`src/rtl/generic_demux_pkg.sv`:
```
// generic_demux_pkg
// Shared constants, the channel index type and small helpers for the
// 1-to-4 stream demultiplexer.
package generic_demux_pkg;

  localparam int NUM_CH = 4;
  localparam int SEL_W  = 2;

  typedef logic [SEL_W-1:0] ch_idx_t;

  // Next channel in rotation; the 2-bit width gives the 3 -> 0 wrap.
  function automatic ch_idx_t next_ch(input ch_idx_t cur);
    next_ch = cur + 2'd1;
  endfunction

  // One-hot decode of a channel index.
  function automatic logic [NUM_CH-1:0] ch_onehot(input ch_idx_t idx);
    ch_onehot = 4'b0001 << idx;
  endfunction

endpackage

```
`src/rtl/generic_demux1x4_stream_slot.sv`:
```
// demux_slot
// One-entry holding register for a single output channel. A word loaded
// here stays visible until its consumer takes it. A drain and a load on
// the same edge replace the word and keep valid set, so a consumer that
// is always ready sees one word per cycle.
module demux_slot #(
  parameter int n = 8
) (
  input  logic         clk,
  input  logic         reset,
  input  logic         load,
  input  logic [n-1:0] din,
  input  logic         ready,
  output logic [n-1:0] dout,
  output logic         valid,
  output logic         can_load
);

  logic [n-1:0] data_r;
  logic         valid_r;

  // Data register: loads on accept, otherwise keeps the last word (even after draining).
  always_ff @(posedge clk) begin
    if (reset) begin
      data_r <= {n{1'b0}};
    end else if (load) begin
      data_r <= din;
    end else begin
      data_r <= data_r;
    end
  end

  // Valid flag: load wins over drain, drain clears, otherwise hold.
  always_ff @(posedge clk) begin
    if (reset) begin
      valid_r <= 1'b0;
    end else if (load) begin
      valid_r <= 1'b1;
    end else if (ready) begin
      valid_r <= 1'b0;
    end else begin
      valid_r <= valid_r;
    end
  end

  assign dout     = data_r;
  assign valid    = valid_r;
  assign can_load = !valid_r || ready;

endmodule

```
`src/rtl/generic_demux1x4_stream.sv`:
```
// generic_demux1x4_stream
// Steers one valid/ready input stream to one of four output channels,
// each buffered by its own one-entry slot so a stalled consumer blocks
// only its own channel.
// Optional build macro: DEMUX_ROUND_ROBIN_EN -- a registered pointer
// replaces sel as the destination and advances on every accepted word.
module generic_demux1x4_stream
  import generic_demux_pkg::*;
#(
  parameter int n = 8
) (
  input  logic         clk,
  input  logic         reset,
  input  logic [n-1:0] x,
  input  logic         x_valid,
  output logic         x_ready,
  input  logic [1:0]   sel,
  output logic [n-1:0] f0,
  output logic [n-1:0] f1,
  output logic [n-1:0] f2,
  output logic [n-1:0] f3,
  output logic [3:0]   f_valid,
  input  logic [3:0]   f_ready
);

  ch_idx_t           dest_s;
  logic              accept_s;
  logic [NUM_CH-1:0] load_s;
  logic [NUM_CH-1:0] can_load_s;
  logic [NUM_CH-1:0] valid_s;
  logic [n-1:0]      dout_s [NUM_CH];

`ifdef DEMUX_ROUND_ROBIN_EN
  ch_idx_t ptr_r;
  logic    sel_unused_s;

  // sel has no role when the pointer chooses the destination.
  assign sel_unused_s = ^sel;

  // Rotation pointer: moves only on an accepted word, so a blocked channel is waited on, never skipped.
  always_ff @(posedge clk) begin
    if (reset) begin
      ptr_r <= 2'd0;
    end else if (accept_s) begin
      ptr_r <= next_ch(ptr_r);
    end else begin
      ptr_r <= ptr_r;
    end
  end

  assign dest_s = ptr_r;
`else
  assign dest_s = sel;
`endif

  // Input handshake: ready follows the destination slot; an accept loads only that slot.
  always_comb begin
    x_ready  = can_load_s[dest_s];
    accept_s = x_valid && x_ready && !reset;
    if (accept_s) begin
      load_s = ch_onehot(dest_s);
    end else begin
      load_s = {NUM_CH{1'b0}};
    end
  end

  for (genvar i = 0; i < NUM_CH; i++) begin : g_slot
    demux_slot #(
      .n(n)
    ) u_slot (
      .clk      (clk),
      .reset    (reset),
      .load     (load_s[i]),
      .din      (x),
      .ready    (f_ready[i]),
      .dout     (dout_s[i]),
      .valid    (valid_s[i]),
      .can_load (can_load_s[i])
    );
  end

  assign f0      = dout_s[0];
  assign f1      = dout_s[1];
  assign f2      = dout_s[2];
  assign f3      = dout_s[3];
  assign f_valid = valid_s;

endmodule

```
`config.mk`:
```
export PLATFORM = sky130hd
export DESIGN_NAME = generic_demux1x4_stream
export DESIGN_NICKNAME = d
export VERILOG_FILES = /design/src/rtl/generic_demux_pkg.sv /design/src/rtl/generic_demux1x4_stream_slot.sv /design/src/rtl/generic_demux1x4_stream.sv
export SDC_FILE = /design/constraint.sdc
export NUM_CORES = 1
export LEC_CHECK = 0
export CAP_MARGIN = 0
export CORE_ASPECT_RATIO = 1.4
export CORE_UTILIZATION = 47
export DETAILED_ROUTE_END_ITERATION = 10
export PLACE_DENSITY = 0.84
export SYNTH_ARGS = -nofsm -noshare
export SYNTH_HDL_FRONTEND = slang
export SYNTH_SLANG_ARGS = --single-unit
```
`constraint.sdc`:
```
create_clock -name clk -period 3.1 [get_ports clk]
set_input_delay 0.465 -clock clk [delete_from_list [all_inputs] [get_ports clk]]
set_output_delay 0.465 -clock clk [all_outputs]
set_load 0.05 [all_outputs]
```
-- After elaboration in Yosys (flattened, before gate mapping)
Cells that the tools add are included.
W data, S select, Z words.
- register bits after elaboration: 36
- bits of input ports: 17
- output and inout bits: 37
- logic and storage cells: 36
- magnitude comparators: 1
- shift-type cells: 1
- multiplexer cells: 11
- reductions and logical operators: 15
- operator list (kind ; number):
    $mux W1 ; 9
    $reduce_bool A2 Y1 ; 4
    $logic_not A1 Y1 ; 5
    $logic_or A1 B1 Y1 ; 4
    $mux W4 ; 1
    $shl A1 B2 Y4 const A ; 1
    $lt A2 B3 Y1 const B ; 1
    $bmux W1 S2 ; 1
    $logic_and A1 B1 Y1 ; 2

-- Logic depth before layout (Yosys ltp)
Gate-level depths: netlist of the first run.
- depth after elaboration: 8
- gate-level depth with buffers: 6
- mapped depth without buffers: 3

-- By module
Synthesis of the first run repeated with hierarchy kept, for this count alone.
- cell total of the unflattened synthesis: 129
- area total of the unflattened synthesis: 1363.8 um^2
- modules (own cells, without submodules) (module ; times used ; cells an instance ; area an instance (um^2) ; sequential area each (um^2)):
    demux_slot ; 4 ; 30 ; 321.6 ; 180.2
    generic_demux1x4_stream ; 1 ; 9 ; 77.6 ; 0.0

-- Least setup slack after synthesis of the first run
No wires, ideal clock.
- kind: in2out
- start point: input f_ready[2]
- end point: output x_ready
- data arrival time: 1.372 ns
- data required time: 2.635 ns
- slack: 1.263 ns
- stages: 3
- path buffers: 1
- path through: nand2b_1 > clkbuf_1 > mux4_2
- longest elaborated chain between the ends: 3
- ends and longest elaborated chain (what ; RTL line ; text):
    start, declared ; generic_demux1x4_stream.sv:23 ; input logic [3:0] f_ready
    $logic_or A1 B1 Y1 ; generic_demux1x4_stream_slot.sv:48 ; assign can_load = !valid_r || ready;
    $bmux W1 S2 ; generic_demux1x4_stream.sv:58 ; x_ready = can_load_s[dest_s];
    $mux W1 (implied by the code) ; generic_demux1x4_stream.sv:58 ;
    end, declared ; generic_demux1x4_stream.sv:16 ; output logic x_ready,
Every way passes these cells. The select of a mux whose other input is x is not followed.

-- Worst setup path in the final report of the first run
Ends and elaborated chain as after synthesis.

==> results.py, run 1 <==
metrics = {
    "global_routing": {
        "largest_net_degree_at_the_start_of_global_routing": 28,
        "grt.busiest_layer": "met2",
        "groute.usage.overall_pct": 25.2,
        "number_of_antenna_violations_at_the_first_check_in_global_routing": 0,
        "grt_met2_use_pct": 46.5,
        "globalRouteOverflowTotal": 0,
        "grt_use_met1_pct": 27.4,
        "first_global_vias": 1394,
        "grt_pass1_wl_um": 6450,
        "use_met3_pct": 6.36,
    },
    "timing": {
        "skew_ns": 0.00526,
        "timing_max_transition_violations_final": 0,
        "setup_viol": 0,
        "count_of_final_hold_check_violations": 0,
        "worst-slew-pin-transition_ns": 0.677,
        "worst_slew_margin_rel_pct": 54.8,
        "worst_hold_slack_ns": 0.461,
        "final.period_utilization_pct": 75.3,
        "rsz_0062_raised_after_global_routing": "false",
        "setup_total_negative_slack_ns": 0,
        "period_needed_ns": 2.33,
        "fmax_mhz": 429,
        "final_critical_path_setup_slack_ns": 0.767,
    },
    "synthesis": {
        "yosys_warnings": 0,
        "post_synth_and_or_nand_nor_area_fraction_pct": 12.5,
        "synth-adder-area-share_pct": 0,
        "yosys.area_share.xor_xnor_pct": 0,
        "synthesis.nets": 171,
        "postSynthRegisterBits": 36,
        "post_synthesis_cell_count": 154,
        "synth-compound-area-share_pct": 23.7,
        "combinational_family_with_the_most_area_after_synthesis": "compound AO/OA/AOI/OAI gates",
        "synth.cell_area_um2": 1500,
        "sequential_fraction_of_the_synthesis_area_pct": 48.2,
        "synthDominantCellAreaShare_pct": 48.2,
        "netlist.top_cell.by_area": "sky130_fd_sc_hd__dfxtp_1",
        "ys_top_cells_by_area": "sky130_fd_sc_hd__dfxtp_1 (48%), sky130_fd_sc_hd__o311ai_0 (8.2%), sky130_fd_sc_hd__mux2i_1 (5.4%)",
        "synthDistinctLibCells": 26,
        "synth_mux_area_share_pct": 6.86,
        "synth_area_per_cell_um2": 9.72,
    },
    "place": {
        "dpl_worst_slack_ns": 0.696,
        "dpl.hpwl_um": 2970,
        "place.gp.congestion": 0.784,
        "placement.cell_area_um2": 1990,
        "io_buffers": 53,
    },
    "clock_network": {
        "clkLatencyLatePin_ns": 0.29,
        "tritoncts.num_buffers": 5,
        "clk_transition_reported_paths_ns": 0.07,
        "post-cts-setup-buffers": 0,
        "cts_sinks": 36,
        "cts.repair.resized": 0,
        "root_buffer": "sky130_fd_sc_hd__clkbuf_8",
        "tritoncts_clock_tree": "yes",
        "cts.hold.buffers_added": 0,
        "htreeDepth": 2,
        "ctsLongestPathBuffers": 2,
    },
    "pwr": {
        "max-vdd-ir-drop_mv": 0.380,
        "power-per-cell-area_nw_per_um2": 518,
        "total_power_w": 0.00110,
        "power.static_leakage_nw": 0.789,
    },
    "layout": {
        "layout.cell_area.non_filler_um2": 2120,
        "final_common_cell": "sky130_fd_sc_hd__clkdlybuf4s50_1",
        "nNetsFinal": 217,
        "most-common-layout-cells": "sky130_fd_sc_hd__clkdlybuf4s50_1 (52), sky130_fd_sc_hd__dfxtp_1 (36), sky130_fd_sc_hd__o311ai_0 (14)",
        "num_antenna_cells": 0,
        "drive_above_1_share_pct": 7.46,
        "synthToLayoutAreaGrowth_pct": 41.6,
    },
    "setup_path": {
        "cp_num_buf_inv": 2,
        "timing.critical_path.from_type": "input pin",
        "cp_max_fo": 9,
        "cpMaxStageDelayCell": "sky130_fd_sc_hd__mux4_2",
        "worstSetupPathDepth": 4,
        "rr_worst_depth": 3,
        "timing.critical_path.slowest_cell_delay_ns": 0.49,
        "worstPathCellList": "clkdlybuf4s50_1 > nand2b_1 > mux4_2 > buf_4",
        "critical_path.top_delay_family": "buffers and inverters",
        "rrSetupSlack_ns": 1.79,
        "timing.critical_path.to_type": "output pin",
        "crit_required_ns": 2.63,
        "critPathKind": "in -> out",
        "critPathArrivalTime_ns": 1.87,
    },
    "route": {
        "wl_per_cell_um": 16.7,
        "drt-initial-drc-count": 38,
        "detail_route.first_pass.iterations": 4,
        "drcViolationCount": 0,
        "post_drt_via_cell_ratio": 5.81,
        "total_wire_length_um": 3970,
        "drtAntennaViolNets": 0,
        "total_number_of_vias": 1382,
    },
    "die": {
        "die_h_um": 68.8,
        "start_util_pct": 51.0,
        "die_width_um": 49.7,
        "core_um2": 2940,
        "fp-row-count": 23,
        "boundaryPins": 54,
        "dieArea_um2": 3420,
    },
    "status": {
        "status": "finished clean",
    },
    "worst_hold_path": {
        "hold-path-cell-count": 2,
        "holdCritPathClass": "reg -> reg",
    },
    "job": {
        "timing.max_cap.violations": 0,
    },
}
==> final cells by class <==
cell class / count / area [µm²]
fillers: 241 / 817
flip-flops and latches: 36 / 721
multi-input cells: 92 / 644
repair buffers: 55 / 543
clock buffers: 7 / 96.3
well taps: 37 / 46.3
inverters: 10 / 37.5
clock inverters: 1 / 30.0
==> Yosys cell counts (all sizes together) <==
library cell / instances
clkinv: 1
inv: 9
clkbuf: 6
mux4: 1
buf: 10
mux2i: 8
nor2: 1
nand2b: 4
nand4: 8
o311ai: 16
and3b: 1
a21oi: 12
nand2: 8
o31ai: 8
nand3b: 1
nor2b: 3
dfxtp: 36
nand3: 3
o21ai: 16
nor3b: 1
or3b: 1
==> final timing paths <==
kind,start,end
worst min-delay path,g_slot[3].u_slot.dout[1],g_slot[3].u_slot.dout[1]
worst max register to register,g_slot[2].u_slot.valid,g_slot[2].u_slot.dout[0]
worst max-delay path,f_ready[2],x_ready
worst min register to register,g_slot[3].u_slot.dout[1],g_slot[3].u_slot.dout[1]
==> routing by layer <==
metal | vias to the layer above | part of all wire [%]
met5 | - | 0
met4 | 0 | 2.0
met3 | 10 | 4.8
met2 | 53 | 52
met1 | 661 | 41
li1 | 658 | -
==> logic make-up (layout without fill, tap and decap cells) <==
group / after synthesis / count (layout)
flip-flops: 36 / 36
AO/OA/AOI/OAI: 52 / 52
AND/OR/NAND/NOR: 31 / 31
buffers and inverters: 26 / 73
multiplexers: 9 / 9
==> worst min-delay path, cell delays in order, from the launching register on <==
cell                      delay [ns]
sky130_fd_sc_hd__dfxtp_1        0.31
sky130_fd_sc_hd__nand2_1        0.05
sky130_fd_sc_hd__mux2i_1        0.05
==> where the power goes <==
part           leakage (nW)  switching [W]  total, W  internal, W
logic                 0.432       0.000100  0.000157    0.0000567
registers             0.292     0.00000835  0.000485     0.000477
clock network        0.0645       0.000170  0.000454     0.000284
total                 0.789       0.000279   0.00110     0.000818
==> registers in the layout (all words and copies together), names as in the netlist <==
register and count:
g_slot.u_slot.valid 4, g_slot.u_slot.dout 32
==> metrics by stage <==
stage / std cells / utilization, %
2_1_floorplan: 154 / -
3_3_place_gp: 230 / 67.9
3_5_place_dp: 230 / 67.9
4_1_cts: 238 / 72.2
5_1_grt: 238 / 72.2
6_report: 238 / 72.2
No activity file was read; power rests on OpenSTA's default activity.
==> inputs of run 2 (changes only) <==
--- a/config.mk
+++ b/config.mk
@@ -7,9 +7,9 @@
 export LEC_CHECK = 0
 export CAP_MARGIN = 0
 export CORE_ASPECT_RATIO = 1.4
-export CORE_UTILIZATION = 47
+export CORE_UTILIZATION = 44
 export DETAILED_ROUTE_END_ITERATION = 10
-export PLACE_DENSITY = 0.84
+export PLACE_DENSITY = 0.79
 export SYNTH_ARGS = -nofsm -noshare
 export SYNTH_HDL_FRONTEND = slang
 export SYNTH_SLANG_ARGS = --single-unit
==> constraint.sdc (replaced) <==
create_clock -name clk -period 2.3 [get_ports clk]
set_input_delay 0.345 -clock clk [delete_from_list [all_inputs] [get_ports clk]]
set_output_delay 0.345 -clock clk [all_outputs]
set_load 0.05 [all_outputs]
==> run 2 against run 1 <==
Clock power shrank 6.8%. Critical path type unchanged. Wire length shrank 2.3%. Sequential power grew 35%. Setup slack lost 0.48 ns. Combinational power grew 36%. Via count grew 2.5%.
==> results.py, run 2 (same netlist as run 1, synthesis figures left out) <==
metrics = {
    "status": {
        "status": "finished clean",
    },
    "timing": {
        "timing_max_transition_violations_final": 0,
        "worst_slew_margin_rel_pct": 56.0,
        "final.period_utilization_pct": 87.6,
        "fmax_mhz": 496,
        "skew_ns": 0.00442,
        "period_needed_ns": 2.01,
        "setup_viol": 0,
        "setup_total_negative_slack_ns": 0,
        "final_critical_path_setup_slack_ns": 0.286,
        "worst-slew-pin-transition_ns": 0.659,
        "count_of_final_hold_check_violations": 0,
        "rsz_0062_raised_after_global_routing": "false",
    },
    "route": {
        "drtAntennaViolNets": 0,
        "drcViolationCount": 0,
        "detail_route.first_pass.iterations": 4,
        "total_wire_length_um": 3880,
        "post_drt_via_cell_ratio": 5.83,
        "drt-initial-drc-count": 42,
        "total_number_of_vias": 1417,
        "wl_per_cell_um": 16.0,
    },
    "job": {
        "timing.max_cap.violations": 0,
    },
    "layout": {
        "num_antenna_cells": 0,
        "largest_register_ffs": 32,
        "final_common_cell": "sky130_fd_sc_hd__clkdlybuf4s50_1",
        "most-common-layout-cells": "sky130_fd_sc_hd__clkdlybuf4s50_1 (52), sky130_fd_sc_hd__dfxtp_1 (36), sky130_fd_sc_hd__o311ai_0 (14)",
        "synthToLayoutAreaGrowth_pct": 40.5,
        "drive_above_1_share_pct": 8.33,
        "nNetsFinal": 221,
    },
    "clock_network": {
        "post-cts-setup-buffers": 0,
        "cts.hold.buffers_added": 0,
        "tritoncts.num_buffers": 5,
        "tritoncts_clock_tree": "yes",
        "root_buffer": "sky130_fd_sc_hd__clkbuf_8",
        "cts.repair.resized": 0,
        "cts_sinks": 36,
        "clkLatencyLatePin_ns": 0.29,
        "clk_transition_reported_paths_ns": 0.07,
        "ctsLongestPathBuffers": 2,
        "htreeDepth": 2,
    },
    "setup_path": {
        "timing.critical_path.from_type": "input pin",
        "timing.critical_path.to_type": "output pin",
        "cp_max_fo": 3,
        "regToRegStartpoint": "g_slot[2].u_slot.valid",
        "crit_path_start": "f_ready[0]",
        "critPathKind": "in -> out",
        "critPathArrivalTime_ns": 1.67,
        "crit_required_ns": 1.96,
    },
    "worst_hold_path": {
        "holdCritPathClass": "reg -> reg",
        "hold_path.startpoint": "g_slot[3].u_slot.dout[2]",
    },
    "pwr": {
        "power-per-cell-area_nw_per_um2": 614,
        "power.static_leakage_nw": 0.784,
        "max-vdd-ir-drop_mv": 0.419,
        "total_power_w": 0.00129,
    },
    "global_routing": {
        "grt_pass1_wl_um": 6410,
        "number_of_antenna_violations_at_the_first_check_in_global_routing": 0,
        "largest_net_degree_at_the_start_of_global_routing": 28,
        "groute.usage.overall_pct": 23.7,
        "first_global_vias": 1368,
        "globalRouteOverflowTotal": 0,
    },
    "place": {
        "dpl_worst_slack_ns": 0.167,
        "dpl.hpwl_um": 2900,
        "io_buffers": 53,
        "place.gp.congestion": 0.884,
    },
    "die": {
        "core_um2": 3180,
        "boundaryPins": 54,
        "die_width_um": 51.3,
        "dieArea_um2": 3640,
        "die_h_um": 71,
        "start_util_pct": 47.0,
        "fp-row-count": 24,
    },
}
-- run 2: power breakdown --
part	switching (W)	internal (W)
combinational	0.000135	0.0000798
clock	0.000217	0.000206
sequential	0.0000111	0.000643
total	0.000362	0.000929
-- run 2: worst max-delay path, cell delays in order --
cell                              delay, ns
sky130_fd_sc_hd__clkdlybuf4s50_1       0.42
sky130_fd_sc_hd__nand2b_1              0.21
sky130_fd_sc_hd__mux4_2                0.48
sky130_fd_sc_hd__buf_4                 0.20
-- run 2: worst paths after layout --
| path | end | slack [ns] | depth (start not counted) |
|---|---|---|---|
| min reg2reg | g_slot[3].u_slot.dout[2] | 0.46 | 2 |
| max reg2reg | g_slot[2].u_slot.dout[1] | 1.02 | 3 |
| max | x_ready | 0.29 | 4 |
| min | g_slot[3].u_slot.dout[2] | 0.46 | 2 |
-- run 2: cell type report --
class | count | area [µm²]
sequential | 36 | 721
inverter | 10 | 37.5
multi-input combinational | 92 | 644
tap | 39 | 48.8
clock inverter | 1 | 5.00
clock buffer | 6 | 72.6
timing repair buffer | 59 | 573
fill | 275 | 1080
-- run 2: metrics by stage --
| stage | hold WS (ns) | util, % | instance area, µm² | instances |
|---|---|---|---|---|
| after floorplan | 0.490 | - | 1500 | 154 |
| after detailed placement | 0.454 | 63.6 | 2020 | 236 |
| after global routing | 0.475 | 66.0 | 2100 | 243 |
| final | 0.458 | 66.0 | 2100 | 243 |
| after CTS | 0.463 | 66.0 | 2100 | 243 |
| after global placement | 0.446 | 63.6 | 2020 | 236 |
-- run 2: per-layer routing --
metal	wire length [µm]	GRT usage (%)
met1	1610	28.1
met2	1970	39.2
met3	191	6.02
met4	111	11.7
met5	0	0
